### src/rtl/pss_uart_dma_engine.sv
// Shared UART easyDMA engine: NUM_CH RX/TX channels arbitrated round-robin onto one byte-wide RAM port.
// RX: grant -> RXWR (RAM write).  TX: grant -> TXRD (RAM read) -> TXWAIT (push to UART).
module pss_uart_dma_engine #(
    parameter int NUM_CH = 4,
    parameter int DATA_W = 8,
    parameter int ADDR_W = 16,
    parameter int CNT_W  = 12
) (
    input  logic                           ckPeri,
    input  logic                           arst,
    input  logic [NUM_CH-1:0]              taskStartRx,
    input  logic [NUM_CH-1:0]              taskStartTx,
    input  logic [NUM_CH-1:0][ADDR_W-1:0]  rxBase,
    input  logic [NUM_CH-1:0][ADDR_W-1:0]  txBase,
    input  logic [NUM_CH-1:0][CNT_W-1:0]   rxMaxCnt,
    input  logic [NUM_CH-1:0][CNT_W-1:0]   txMaxCnt,
    input  logic [NUM_CH-1:0]              rxDataReady,
    input  logic [NUM_CH-1:0][DATA_W-1:0]  rxData,
    output logic [NUM_CH-1:0]              dmaRxReP,
    input  logic [NUM_CH-1:0]              txDataReady,
    output logic [NUM_CH-1:0]              dmaTxWeP,
    output logic [DATA_W-1:0]              txData,
    output logic                           ramSel,
    output logic                           ramWrite,
    output logic [ADDR_W-1:0]              ramAddr,
    output logic [DATA_W-1:0]              ramWData,
    input  logic [DATA_W-1:0]              ramRData,
    output logic [NUM_CH-1:0]              eventEndRx,
    output logic [NUM_CH-1:0]              eventTxCompleted,
    output logic [NUM_CH-1:0][CNT_W-1:0]   rxAmount,
    output logic [NUM_CH-1:0][CNT_W-1:0]   txAmount
);
    localparam int NREQ = 2 * NUM_CH;
    localparam int IW   = $clog2(NREQ);

    typedef enum logic [1:0] {IDLE, RXWR, TXRD, TXWAIT} state_t;
    state_t r_state, w_stateNxt;

    logic [IW-1:0]                  r_rrPtr, r_grant, w_pick, w_ptrNxt;
    logic                           w_found;
    logic [NREQ-1:0]                w_req;
    logic [NUM_CH-1:0]              w_gRx, w_gTx;
    logic [NUM_CH-1:0]              r_rxAct, r_txAct;
    logic [NUM_CH-1:0][ADDR_W-1:0]  r_rxPtr, r_txPtr;
    logic [NUM_CH-1:0][CNT_W-1:0]   r_rxRem, r_txRem, r_rxAmt, r_txAmt;
    logic [NUM_CH-1:0]              r_rxRe, r_txWe, r_evRx, r_evTx;
    logic                           r_ramSel, r_ramWrite;
    logic [ADDR_W-1:0]              r_ramAddr;
    logic [DATA_W-1:0]              r_ramWData;
    // A TX start landing on the in-flight read is parked here until the push completes.
    logic                           r_pendVld;
    logic [ADDR_W-1:0]              r_pendBase;
    logic [CNT_W-1:0]               r_pendCnt;

    // Channels being (re)started this cycle are masked so a grant never uses a stale pointer.
    always_comb begin
        w_req = '0;
        w_gRx = '0;
        w_gTx = '0;
        for (int c = 0; c < NUM_CH; c++) begin
            w_req[2*c]   = r_rxAct[c] & rxDataReady[c] & ~taskStartRx[c];
            w_req[2*c+1] = r_txAct[c] & txDataReady[c] & ~taskStartTx[c];
            w_gRx[c]     = (r_grant == IW'(2*c));
            w_gTx[c]     = (r_grant == IW'(2*c+1));
        end
    end

    // Lowest requester at/after the pointer, else lowest overall (cyclic wrap).
    always_comb begin
        w_found = |w_req;
        w_pick  = '0;
        for (int k = NREQ - 1; k >= 0; k--)
            if (w_req[k]) w_pick = IW'(k);
        for (int k = NREQ - 1; k >= 0; k--)
            if (w_req[k] && (IW'(k) >= r_rrPtr)) w_pick = IW'(k);
        w_ptrNxt = (w_pick == IW'(NREQ - 1)) ? '0 : w_pick + 1'b1;
    end

    always_comb begin
        w_stateNxt = IDLE;
        case (r_state)
            IDLE:    if (w_found) w_stateNxt = w_pick[0] ? TXRD : RXWR;
            TXRD:    w_stateNxt = TXWAIT;
            default: w_stateNxt = IDLE;
        endcase
    end

    always_ff @(posedge ckPeri) begin
        if (arst) r_state <= IDLE;
        else      r_state <= w_stateNxt;
    end

    always_ff @(posedge ckPeri) begin
        if (arst) begin
            r_rrPtr    <= '0;
            r_grant    <= '0;
            r_rxAct    <= '0;
            r_txAct    <= '0;
            r_rxPtr    <= '0;
            r_txPtr    <= '0;
            r_rxRem    <= '0;
            r_txRem    <= '0;
            r_rxAmt    <= '0;
            r_txAmt    <= '0;
            r_rxRe     <= '0;
            r_txWe     <= '0;
            r_evRx     <= '0;
            r_evTx     <= '0;
            r_ramSel   <= 1'b0;
            r_ramWrite <= 1'b0;
            r_ramAddr  <= '0;
            r_ramWData <= '0;
            r_pendVld  <= 1'b0;
            r_pendBase <= '0;
            r_pendCnt  <= '0;
        end else begin
            r_rxRe     <= '0;
            r_txWe     <= '0;
            r_evRx     <= '0;
            r_evTx     <= '0;
            r_ramSel   <= 1'b0;
            r_ramWrite <= 1'b0;
            r_ramAddr  <= '0;
            r_ramWData <= '0;

            // Bus outputs for the next state are registered at grant time.
            if (r_state == IDLE && w_found) begin
                r_grant    <= w_pick;
                r_rrPtr    <= w_ptrNxt;
                r_ramSel   <= 1'b1;
                r_ramWrite <= ~w_pick[0];
                for (int c = 0; c < NUM_CH; c++) begin
                    if (w_pick == IW'(2*c)) begin
                        r_rxRe[c]  <= 1'b1;
                        r_ramAddr  <= r_rxPtr[c];
                        r_ramWData <= rxData[c];
                    end
                    if (w_pick == IW'(2*c+1)) r_ramAddr <= r_txPtr[c];
                end
            end

            if (r_state == TXWAIT) r_pendVld <= 1'b0;
            for (int c = 0; c < NUM_CH; c++) begin
                if (r_state == TXRD && w_gTx[c]) begin
                    r_txWe[c] <= 1'b1;
                    if (taskStartTx[c]) begin
                        r_pendVld  <= 1'b1;
                        r_pendBase <= txBase[c];
                        r_pendCnt  <= txMaxCnt[c];
                    end
                end
            end

            for (int c = 0; c < NUM_CH; c++) begin
                // A start during RXWR replaces the pointer update; the write already went to the old address.
                if (taskStartRx[c]) begin
                    r_rxPtr[c] <= rxBase[c];
                    r_rxRem[c] <= rxMaxCnt[c];
                    r_rxAmt[c] <= '0;
                    r_rxAct[c] <= (rxMaxCnt[c] != '0);
                    r_evRx[c]  <= (rxMaxCnt[c] == '0);
                end else if (r_state == RXWR && w_gRx[c]) begin
                    r_rxPtr[c] <= r_rxPtr[c] + 1'b1;
                    r_rxAmt[c] <= r_rxAmt[c] + 1'b1;
                    if (r_rxRem[c] != '0) r_rxRem[c] <= r_rxRem[c] - 1'b1;
                    if (r_rxRem[c] <= CNT_W'(1)) begin
                        r_rxAct[c] <= 1'b0;
                        r_evRx[c]  <= 1'b1;
                    end
                end

                if (taskStartTx[c] && !(r_state == TXRD && w_gTx[c])) begin
                    r_txPtr[c] <= txBase[c];
                    r_txRem[c] <= txMaxCnt[c];
                    r_txAmt[c] <= '0;
                    r_txAct[c] <= (txMaxCnt[c] != '0);
                    r_evTx[c]  <= (txMaxCnt[c] == '0);
                end else if (r_state == TXWAIT && w_gTx[c] && r_pendVld) begin
                    r_txPtr[c] <= r_pendBase;
                    r_txRem[c] <= r_pendCnt;
                    r_txAmt[c] <= '0;
                    r_txAct[c] <= (r_pendCnt != '0);
                    r_evTx[c]  <= (r_pendCnt == '0);
                end else if (r_state == TXWAIT && w_gTx[c]) begin
                    r_txPtr[c] <= r_txPtr[c] + 1'b1;
                    r_txAmt[c] <= r_txAmt[c] + 1'b1;
                    if (r_txRem[c] != '0) r_txRem[c] <= r_txRem[c] - 1'b1;
                    if (r_txRem[c] <= CNT_W'(1)) begin
                        r_txAct[c] <= 1'b0;
                        r_evTx[c]  <= 1'b1;
                    end
                end
            end
        end
    end

    assign dmaRxReP         = r_rxRe;
    assign dmaTxWeP         = r_txWe;
    assign txData           = (|r_txWe) ? ramRData : '0;
    assign ramSel           = r_ramSel;
    assign ramWrite         = r_ramWrite;
    assign ramAddr          = r_ramAddr;
    assign ramWData         = r_ramWData;
    assign eventEndRx       = r_evRx;
    assign eventTxCompleted = r_evTx;
    assign rxAmount         = r_rxAmt;
    assign txAmount         = r_txAmt;
endmodule
### config.mk
export PLATFORM = sky130hd
export DESIGN_NAME = pss_uart_dma_engine
export DESIGN_NICKNAME = d
export VERILOG_FILES = /design/src/rtl/pss_uart_dma_engine.sv
export SDC_FILE = /design/constraint.sdc
export NUM_CORES = 1
export LEC_CHECK = 0
export CAP_MARGIN = 20
export CORE_MARGIN = 2
export CORE_UTILIZATION = 55
export CTS_CLUSTER_DIAMETER = 40
export DETAILED_ROUTE_END_ITERATION = 8
export HOLD_SLACK_MARGIN = 0.15
export PLACE_DENSITY = 0.83
export SLEW_MARGIN = 20
export SYNTH_ARGS = -nofsm -noshare
export SYNTH_HDL_FRONTEND = slang
export SYNTH_SLANG_ARGS = --single-unit
### constraint.sdc
create_clock -name ckPeri -period 7.7 [get_ports ckPeri]
set_input_delay 1.155 -clock ckPeri [delete_from_list [all_inputs] [get_ports ckPeri]]
set_output_delay 1.155 -clock ckPeri [all_outputs]
set_load 0.01 [all_outputs]
Yosys cells after proc, flatten, opt, wreduce, memory -nomap -nowiden
Cells that the tools add are included.
{"block": "classes", "n_bitwise": 26, "magnitude_cmp": 16, "addsub": 25, "mux": 172, "n_eq_ne": 17, "n_reduce_logical": 113}
{"operator": "16-bit two-way mux", "n": 36}
{"operator": "12-bit two-way mux", "n": 36}
{"operator": "12-bit nonzero test", "n": 17}
{"operator": "16-bit by 1-bit adder with 16-bit output (second input constant)", "n": 8}
{"operator": "12-bit logical NOT", "n": 9}
{"operator": "12-bit by 1-bit adder with 12-bit output (second input constant)", "n": 8}
{"operator": "12-bit by 1-bit less-or-equal comparator with 1-bit output (second input constant)", "n": 8}
{"operator": "12-bit by 1-bit subtractor with 12-bit output (second input constant)", "n": 8}
{"operator": "1-bit two-way mux", "n": 75}
{"operator": "3-bit two-way mux", "n": 17}
{"operator": "8-bit two-way mux", "n": 5}
{"operator": "3-bit nonzero test", "n": 12}
{"operator": "2-bit AND reduction", "n": 16}
{"operator": "1-bit logical AND", "n": 29}
{"operator": "3-bit equality test (second input constant)", "n": 8}
{"operator": "2-bit nonzero test", "n": 12}
{"operator": "1-bit bitwise AND", "n": 16}
{"operator": "3-bit by 2-bit equality test with 1-bit output (second input constant)", "n": 4}
{"operator": "3-bit >= comparator (first input constant)", "n": 4}
{"operator": "3-bit OR reduction", "n": 4}
{"operator": "1-bit NOT", "n": 10}
{"operator": "2-bit OR reduction", "n": 5}
{"operator": "8-bit OR reduction", "n": 1}
{"operator": "3-bit by 1-bit equality test with 1-bit output (second input constant)", "n": 2}
{"operator": "other kinds (11)", "n": 19}
{"block": "totals", "in_bits": 282, "word_cells": 415, "reg_bits": 407, "output_inout_bits": 146}

Longest topological paths before layout
Gate-level depths: netlist of the first run.
{"block": "logic_depth", "word_depth": 27, "ltp_mapped": 16, "mapped_depth_nobuf": 13}

Least setup slack after synthesis of the first run
No wires, ideal clock.
{"block": "synth_timing", "path_kind": "in2reg", "from": "input taskStartRx[1]", "to": "register r_ramAddr[14] (netlist: ramAddr[14])", "required_ns": 7.584, "path_buffers": 4, "slack_ns": 3.815, "cell_stages": 14, "arrival_time_ns": 3.769, "path_cell_list": "clkbuf_1 and3b_1 o21ai_0 a22oi_1 o221a_2 nor2_1 ha_1 clkbuf_1 clkbuf_1 clkbuf_1 a21oi_1 a21oi_1 o22ai_1 a31o_2"}
{"block": "synth_between", "elab_chain_cells": 22, "word_cells_on_any_way": 34, "cone_classes": "eq/ne (7); mux (19); bitwise (3); reduce/logical (5)"}
{"element": "start, declared", "line": "11", "text": "input logic [NUM_CH-1:0] taskStartRx,"}
{"element": "1-bit NOT *", "line": "61", "text": "w_req[2*c] = r_rxAct[c] & rxDataReady[c] & ~taskStartRx[c];"}
{"element": "1-bit bitwise AND *", "line": "61"}
{"element": "3-bit two-way mux (3 in series)", "line": "73", "text": "if (w_req[k]) w_pick = IW'(k);"}
{"element": "3-bit two-way mux (5 in series)", "line": "75", "text": "if (w_req[k] && (IW'(k) >= r_rrPtr)) w_pick = IW'(k);"}
{"element": "3-bit two-way mux * (3 in series)", "line": "75"}
{"element": "net w_pick[0]", "line": "39", "text": "logic [IW-1:0] r_rrPtr, r_grant, w_pick, w_ptrNxt;"}
{"element": "3-bit logical NOT", "line": "133", "text": "if (w_pick == IW'(2*c)) begin"}
{"element": "16-bit two-way mux", "line": "133"}
{"element": "16-bit two-way mux", "line": "138", "text": "if (w_pick == IW'(2*c+1)) r_ramAddr <= r_txPtr[c];"}
{"element": "16-bit two-way mux", "line": "133"}
{"element": "16-bit two-way mux", "line": "138"}
{"element": "16-bit two-way mux", "line": "133"}
{"element": "16-bit two-way mux", "line": "138"}
{"element": "16-bit two-way mux", "line": "133"}
{"element": "16-bit two-way mux *", "line": "138"}
{"element": "end signal, assigned", "line": "135", "text": "r_ramAddr <= r_rxPtr[c];"}
{"element": "end signal, assigned", "line": "138"}
{"element": "end, declared", "line": "48", "text": "logic [ADDR_W-1:0] r_ramAddr;"}
The timed path passes the listed nets; every way through them passes the cells marked *.
A chain may end at the register's enable or synchronous reset.

Worst setup path in the final report of the first run
{"block": "layout_timing", "from": "input taskStartRx[0]", "to": "register r_ramAddr[1] (netlist: ramAddr[1])"}
{"block": "layout_between", "elab_chain_cells": 20, "word_cells_on_any_way": 32, "cone_classes": "eq/ne (7); mux (17); bitwise (3); reduce/logical (5)"}
{"element": "1-bit NOT *", "line": "61"}
{"element": "1-bit bitwise AND *", "line": "61"}
{"element": "3-bit two-way mux", "line": "73"}
{"element": "3-bit two-way mux (8 in series)", "line": "75"}
{"element": "3-bit logical NOT", "line": "133"}
{"element": "16-bit two-way mux", "line": "133"}
{"element": "16-bit two-way mux", "line": "138"}
{"element": "16-bit two-way mux", "line": "133"}
{"element": "16-bit two-way mux", "line": "138"}
{"element": "16-bit two-way mux", "line": "133"}
{"element": "16-bit two-way mux", "line": "138"}
{"element": "16-bit two-way mux", "line": "133"}
{"element": "16-bit two-way mux", "line": "138"}
Mark *: on every way between the ends. The rest lies on a longest branch, timed or not.

==> flow_metrics.tcl, run 1 <==
set metrics [dict create \
    place_congestion 0.998 \
    syn-cell-area_um2 23600 \
    area_delta_synth_final_pct 29.0 \
    max_stage_delay_ns 1.01 \
    yosysTopAreaCell "dfxtp_1" \
    clk_pin_slew_ns 0.05 \
    async_reset_ff_frac 0 \
    use_met3 0.121 \
    clock-root-buffer "clkbuf_16" \
    grt_use_met2 0.605 \
    p_seq_frac 0.365 \
    hold_path_class "register to register" \
    drive_gt1_frac 0.0619 \
    cp_slowest_cell "clkdlybuf4s50_1" \
    die_y_um 211 \
    vias 25947 \
    die_area_um2 44500 \
    p_int_mw 4.59 \
    initial_core_util 0.559 \
    grt_pass1_vias 24491 \
    power_density_nw_per_um2 213 \
    portBuffers 427 \
    power.static_leakage_nw 11.1 \
    crit_type "primary input to register" \
    clk_latency_ns 0.60 \
    cp-end-kind "register" \
    firstDrtPassIters 8 \
    fin_ws_ns 2.33 \
    drcViolationCount 0 \
    routed_wl_um 92100 \
    hold_viol_final 0 \
    fin_crit_sh 0.697 \
    crit_required_ns 8.25 \
    yosys_warnings 0 \
    drt-initial-drc-count 3449 \
    dp_hpwl_um 66700 \
    yosys.cell_types.count 88 \
    fmax_mhz 186 \
    cap_violations 0 \
    post-place-ws_ns 1.84 \
    syn-num-nets 3343 \
    cts_setup_buffers 0 \
    cts.path.max_buffers 3 \
    cts_hold_buf 0 \
    critPathLaunchType "primary input" \
    drv_slew 0 \
    ys_seq_area_frac 0.346 \
    p_switching_mw 1.89 \
    post_drt_via_cell_ratio 6.56 \
    synth_edf_count 0 \
    top_usage_layer "met2" \
    worstPathArrival_ns 5.92 \
    layout.nets 3676 \
    final_cell_mix "clkdlybuf4s50_1, dfxtp_1, nor2_1" \
    core_um2 42100 \
    min_period_ns 5.37 \
    synthCells 3023 \
    overflow 0 \
    n_fill_cell 3278 \
    maxSlewHeadroom 0.208 \
    synthTopCellsByArea "dfxtp_1, nor2_1, xnor2_1" \
    grt_pass1_wl_um 140000 \
    synth_flop_cell "dfxtp_1" \
    rows 75 \
    cp_num_buf_inv 3 \
    rsz0062_at_grt "false" \
    grt_max_degree 110 \
    ir_worst_vdd_v 0.000184 \
    grt_util_met1 0.524 \
    final_common_cell "clkdlybuf4s50_1" \
    yosysTopAreaCellShare 0.346 \
    setup_viol 0 \
    cts_tree "done" \
    post_cts_resized 0 \
    worst_slew_pin_slew_ns 1.18 \
    antenna_found_initial 8 \
    cp_top_family "buffers and inverters" \
    fin_skew_ns 0.0232 \
    cp_max_fo 37 \
    wl_per_cell_um 23.3 \
    cts.sinks 407 \
    ant_nets 0 \
    crit_chain "clkdlybuf4s50_1 -> nand3b_1 -> and4_1 -> or3_1 -> nand2_2 -> inv_2 -> ha_1 -> inv_1 -> o311ai_0 -> o221a_2" \
    clockPowerShare 0.481 \
    ys_ff_latch 407 \
    combPwrFrac 0.154 \
    cts_made_buffers 67 \
    p_sw_frac 0.291 \
    die_w_um 211 \
    grt_usage 0.400 \
    ios 428 \
    fin_tns_setup_ns 0 \
    status "finished, final reports clean" \
    syn_avg_cell_area_um2 7.79 \
    htree_num_levels 3 \
]
sequential cells by signal, indices dropped and copies added, names as in the netlist, 3 cells and up:
signal	count
txAmount	48
r_rxRem	48
eventEndRx	4
dmaTxWeP	4
ramWData	8
r_txAct	4
rxAmount	48
r_txPtr	64
eventTxCompleted	4
dmaRxReP	4
r_rxAct	4
r_grant	3
ramAddr	16
r_rrPtr	3
r_pendBase	16
r_rxPtr	64
r_pendCnt	12
r_txRem	48
cell usage after synthesis (61+ instances only):
| cell type | number |
|---|---|
| a31oi_1 | 72 |
| dfxtp_1 | 407 |
| mux2i_1 | 74 |
| a21oi_1 | 212 |
| nand3_1 | 154 |
| o21ai_0 | 107 |
| clkbuf_1 | 155 |
| nor3_1 | 73 |
| nor2_1 | 394 |
| nand2_1 | 289 |
| nand4_1 | 61 |
| xor2_1 | 115 |
| a211oi_1 | 142 |
| xnor2_1 | 131 |
tightest hold or removal path, cell delays in order, from the launching register on:
cell,delay [ns]
dfxtp_1,0.33
nand2_1,0.06
a21oi_1,0.05
layout make-up:
cell class | instances | area, µm² | share of cell area
multi-input cells | 2365 | 14500 | 0.476
flip-flops and latches | 407 | 8150 | 0.268
repair buffers | 467 | 4580 | 0.151
clock buffers | 78 | 1780 | 0.0586
well taps | 539 | 674 | 0.0222
clock inverters | 44 | 544 | 0.0179
inverters | 48 | 180 | 0.00593
diodes | 7 | 17.5 | 0.000577
layer usage:
metal | wire length [µm] | share of wire
met5 | 81 | 0.00088
met1 | 36600 | 0.40
met4 | 4320 | 0.047
met3 | 11700 | 0.13
met2 | 39400 | 0.43
through the flow:
| step | area, µm² | instances | power [mW] | utilization | hold WS, ns |
|---|---|---|---|---|---|
| after CTS | 30300 | 3947 | 6.46 | 0.720 | 0.488 |
| after detailed placement | 28000 | 3825 | 3.36 | 0.665 | 0.481 |
| final | 30400 | 3955 | 6.48 | 0.721 | 0.489 |
| after floorplan | 23600 | 3023 | 2.94 | - | 0.473 |
| after global routing | 30400 | 3954 | 6.68 | 0.721 | 0.507 |
| after global placement | 28000 | 3825 | 3.34 | 0.665 | 0.479 |
power groups by stage:
stage / clock (mW) / combinational, mW / sequential (mW)
2_1_floorplan: 0 / 0.603 / 2.34
3_3_place_gp: 0 / 0.944 / 2.39
3_5_place_dp: 0 / 0.962 / 2.40
4_1_cts: 3.13 / 0.973 / 2.36
5_1_grt: 3.24 / 1.07 / 2.37
6_report: 3.12 / 0.999 / 2.37
worst paths after layout:
| path | start | end | slack (ns) | depth (start not counted) |
|---|---|---|---|---|
| hold / removal | txAmount[25] | txAmount[25] | 0.49 | 2 |
| setup / recovery | taskStartRx[0] | ramAddr[1] | 2.33 | 10 |
| setup reg to reg | r_rrPtr[1] | ramAddr[1] | 3.48 | 9 |
| hold reg to reg | txAmount[25] | txAmount[25] | 0.49 | 2 |
cell families after synthesis:
logic type / count (synthesis) / share of synthesized area
multiplexers: 75 / 0.0319
flip-flops: 407 / 0.346
buffers and inverters: 251 / 0.0426
adder cells (fa/ha/maj): 38 / 0.0202
AO/OA/AOI/OAI: 730 / 0.200
AND/OR/NAND/NOR: 1276 / 0.268
XOR/XNOR: 246 / 0.0915
Note: power is estimated with default switching activity, not from simulation.
==> run 2, diff against run 1 <==
CORE_UTILIZATION = 48   (was 55)
PLACE_DENSITY = 0.77   (was 0.83)
clock period = 4.6 ns   (was 7.7 ns; I/O delays follow)
==> run 2 against run 1 <==
  * Via count decreased by 2.5%
  * Register-to-register slack got worse by 2.3 ns
  * Final cell count increased by 2.5%
  * Setup slack got worse by 1.5 ns
  * Power increased by 71%
  * Die area increased by 14%
  * Sequential power increased by 68%
  * Count of clock-buffer cells in the layout increased by 7
  * Clock power increased by 74%
  * Sequential share of layout area decreased by 0.32 points
  * Worst hold slack improved by 0.0059 ns
  * Clock skew increased by 0.0054 ns
  * Critical path type unchanged
  * Critical endpoint is now ramAddr[15]
  * Largest cell class unchanged
  * Highest routed layer is now met4
==> flow_metrics.tcl, run 2 (synthesis results as in run 1) <==
set metrics [dict create \
    drcViolationCount 0 \
    clock-root-buffer "clkbuf_16" \
    crit_chain "clkdlybuf4s50_1 -> and3b_1 -> o21ai_0 -> a22oi_1 -> o221a_2 -> nor2_1 -> ha_1 -> buf_4 -> mux2i_1 -> o21ai_0 -> a22o_1 -> o311ai_0 -> a21oi_1" \
    area_delta_synth_final_pct 30.6 \
    cts_hold_buf 0 \
    initial_core_util 0.484 \
    crit_type "primary input to register" \
    p_total_mw 11.1 \
    hold_end "rxAmount[1]" \
    dp_hpwl_um 66900 \
    die_y_um 226 \
    fmax_mhz 266 \
    routed_wl_um 90400 \
    worst_slew_pin_slew_ns 1.13 \
    hold_start "rxAmount[1]" \
    post_cts_resized 0 \
    clk_pin_slew_ns 0.05 \
    cts.sinks 407 \
    min_period_ns 3.76 \
    placed_cell_area_um2 28300 \
    grt_max_degree 191 \
    ir_worst_vdd_v 0.000208 \
    whs_path_depth 2 \
    worst_path_most_repeated_cell "o21ai_0" \
    cp_num_buf_inv 2 \
    die_area_um2 50900 \
    design_area_um2 30800 \
    cts_setup_buffers 0 \
    vias 25298 \
    hold_viol_final 0 \
    cp-end-kind "register" \
    rr_endpoint "ramAddr[15]" \
    cts.path.max_buffers 3 \
    r2r_slack_ns 1.16 \
    power_density_nw_per_um2 360 \
    drv_slew 0 \
    cap_violations 0 \
    wl_per_cell_um 22.3 \
    status "finished, final reports clean" \
    fin_crit_sh 0.818 \
    grt_usage 0.344 \
    final_common_cell "clkdlybuf4s50_1" \
    ios 428 \
    ant_nets 0 \
    grt_pass1_wl_um 137000 \
    final_cell_mix "clkdlybuf4s50_1, dfxtp_1, nor2_1" \
    max_stage_delay_ns 0.71 \
    htree_num_levels 3 \
    clk_latency_ns 0.60 \
    cts_made_buffers 67 \
    power.static_leakage_nw 11.3 \
    cp_top_family "compound AO/OA/AOI/OAI gates" \
    die_w_um 226 \
    fin_tns_setup_ns 0 \
    rsz0062_at_grt "false" \
    drive_gt1_frac 0.0668 \
    cp_max_fo 25 \
    largestRegisters "r_rxPtr (64), r_txPtr (64)" \
    maxSlewHeadroom 0.242 \
    grt_pass1_vias 23849 \
    portBuffers 427 \
    core_um2 48600 \
    crit_required_ns 5.06 \
    fin_skew_ns 0.0285 \
    rows 81 \
    hold_path_class "register to register" \
    overflow 0 \
    r2r_start "r_rxAct[2]" \
    r2r.worst_path.cells 12 \
    worstPathArrival_ns 4.22 \
    cp_slowest_cell "clkdlybuf4s50_1" \
    layout.nets 3697 \
    place_congestion 0.983 \
    drt-initial-drc-count 2911 \
    antenna_found_initial 4 \
    setup_viol 0 \
    cts_tree "done" \
    post_drt_via_cell_ratio 6.24 \
    critPathLaunchType "primary input" \
    firstDrtPassIters 8 \
]
-- run 2: cell types whose count changed in the layout (fill, tap and decap cells not counted), sizes merged --
| cell | before | now |
|---|---|---|
| clkinvlp | 7 | 4 |
| inv | 63 | 51 |
| bufinv | 7 | 11 |
| clkbuf | 79 | 85 |
| clkinv | 15 | 17 |
| buf | 41 | 63 |
| diode | 7 | 4 |
-- run 2: power breakdown --
part | switching, mW | internal [mW]
registers | 0.273 | 3.70
logic | 0.899 | 0.756
clock network | 1.85 | 3.58
-- run 2: worst register-to-register path: stages, from the launching register on --
cell	delay, ns
dfxtp_1	0.46
and3b_1	0.29
o21ai_0	0.18
a22oi_1	0.09
o221a_2	0.30
nor2_1	0.31
ha_1	0.37
buf_4	0.31
mux2i_1	0.21
o21ai_0	0.08
a22o_1	0.22
o311ai_0	0.36
a21oi_1	0.13
-- run 2: worst max path at each step --
stage / start / end / slack (ns) / cells past startpoint
6_report: taskStartRx[2] / ramAddr[15] / 0.84 / 13
5_1_grt: taskStartRx[2] / ramAddr[15] / 0.60 / 13
4_1_cts: taskStartRx[2] / ramAddr[15] / 0.92 / 13
3_5_place_dp: taskStartRx[2] / ramAddr[15] / 0.30 / 13
3_3_place_gp: taskStartRx[2] / ramAddr[15] / 0.39 / 13
2_1_floorplan: taskStartRx[1] / ramAddr[14] / 1.18 / 14
-- run 2: per-stage QoR --
| step | hold WS, ns | setup slack (ns) | utilization | std cells |
|---|---|---|---|---|
| finish | 0.495 | 0.836 | 0.632 | 4054 |
| CTS | 0.494 | 0.915 | 0.632 | 4050 |
| floorplan | 0.473 | 1.18 | - | 3023 |
| global route | 0.518 | 0.605 | 0.632 | 4054 |
| detailed placement | 0.486 | 0.302 | 0.581 | 3930 |
| global placement | 0.480 | 0.393 | 0.581 | 3930 |
-- run 2: cell type report --
| class | instances | area (µm²) |
|---|---|---|
| well taps | 622 | 778 |
| diodes | 4 | 10.0 |
| fillers | 4159 | 17900 |
| clock buffers | 85 | 1910 |
| inverters | 48 | 180 |
| clock inverters | 35 | 528 |
| flip-flops and latches | 407 | 8150 |
| multi-input cells | 2365 | 14500 |
| repair buffers | 488 | 4740 |
-- run 2: per-layer routing --
layer  part of all wire  up-vias  global-route usage
li1                   -    11728                   -
met3               0.11      219              0.0712
met4              0.041        0               0.162
met2               0.44     1440               0.529
met1               0.42    11911               0.462
met5                  0        -                   0
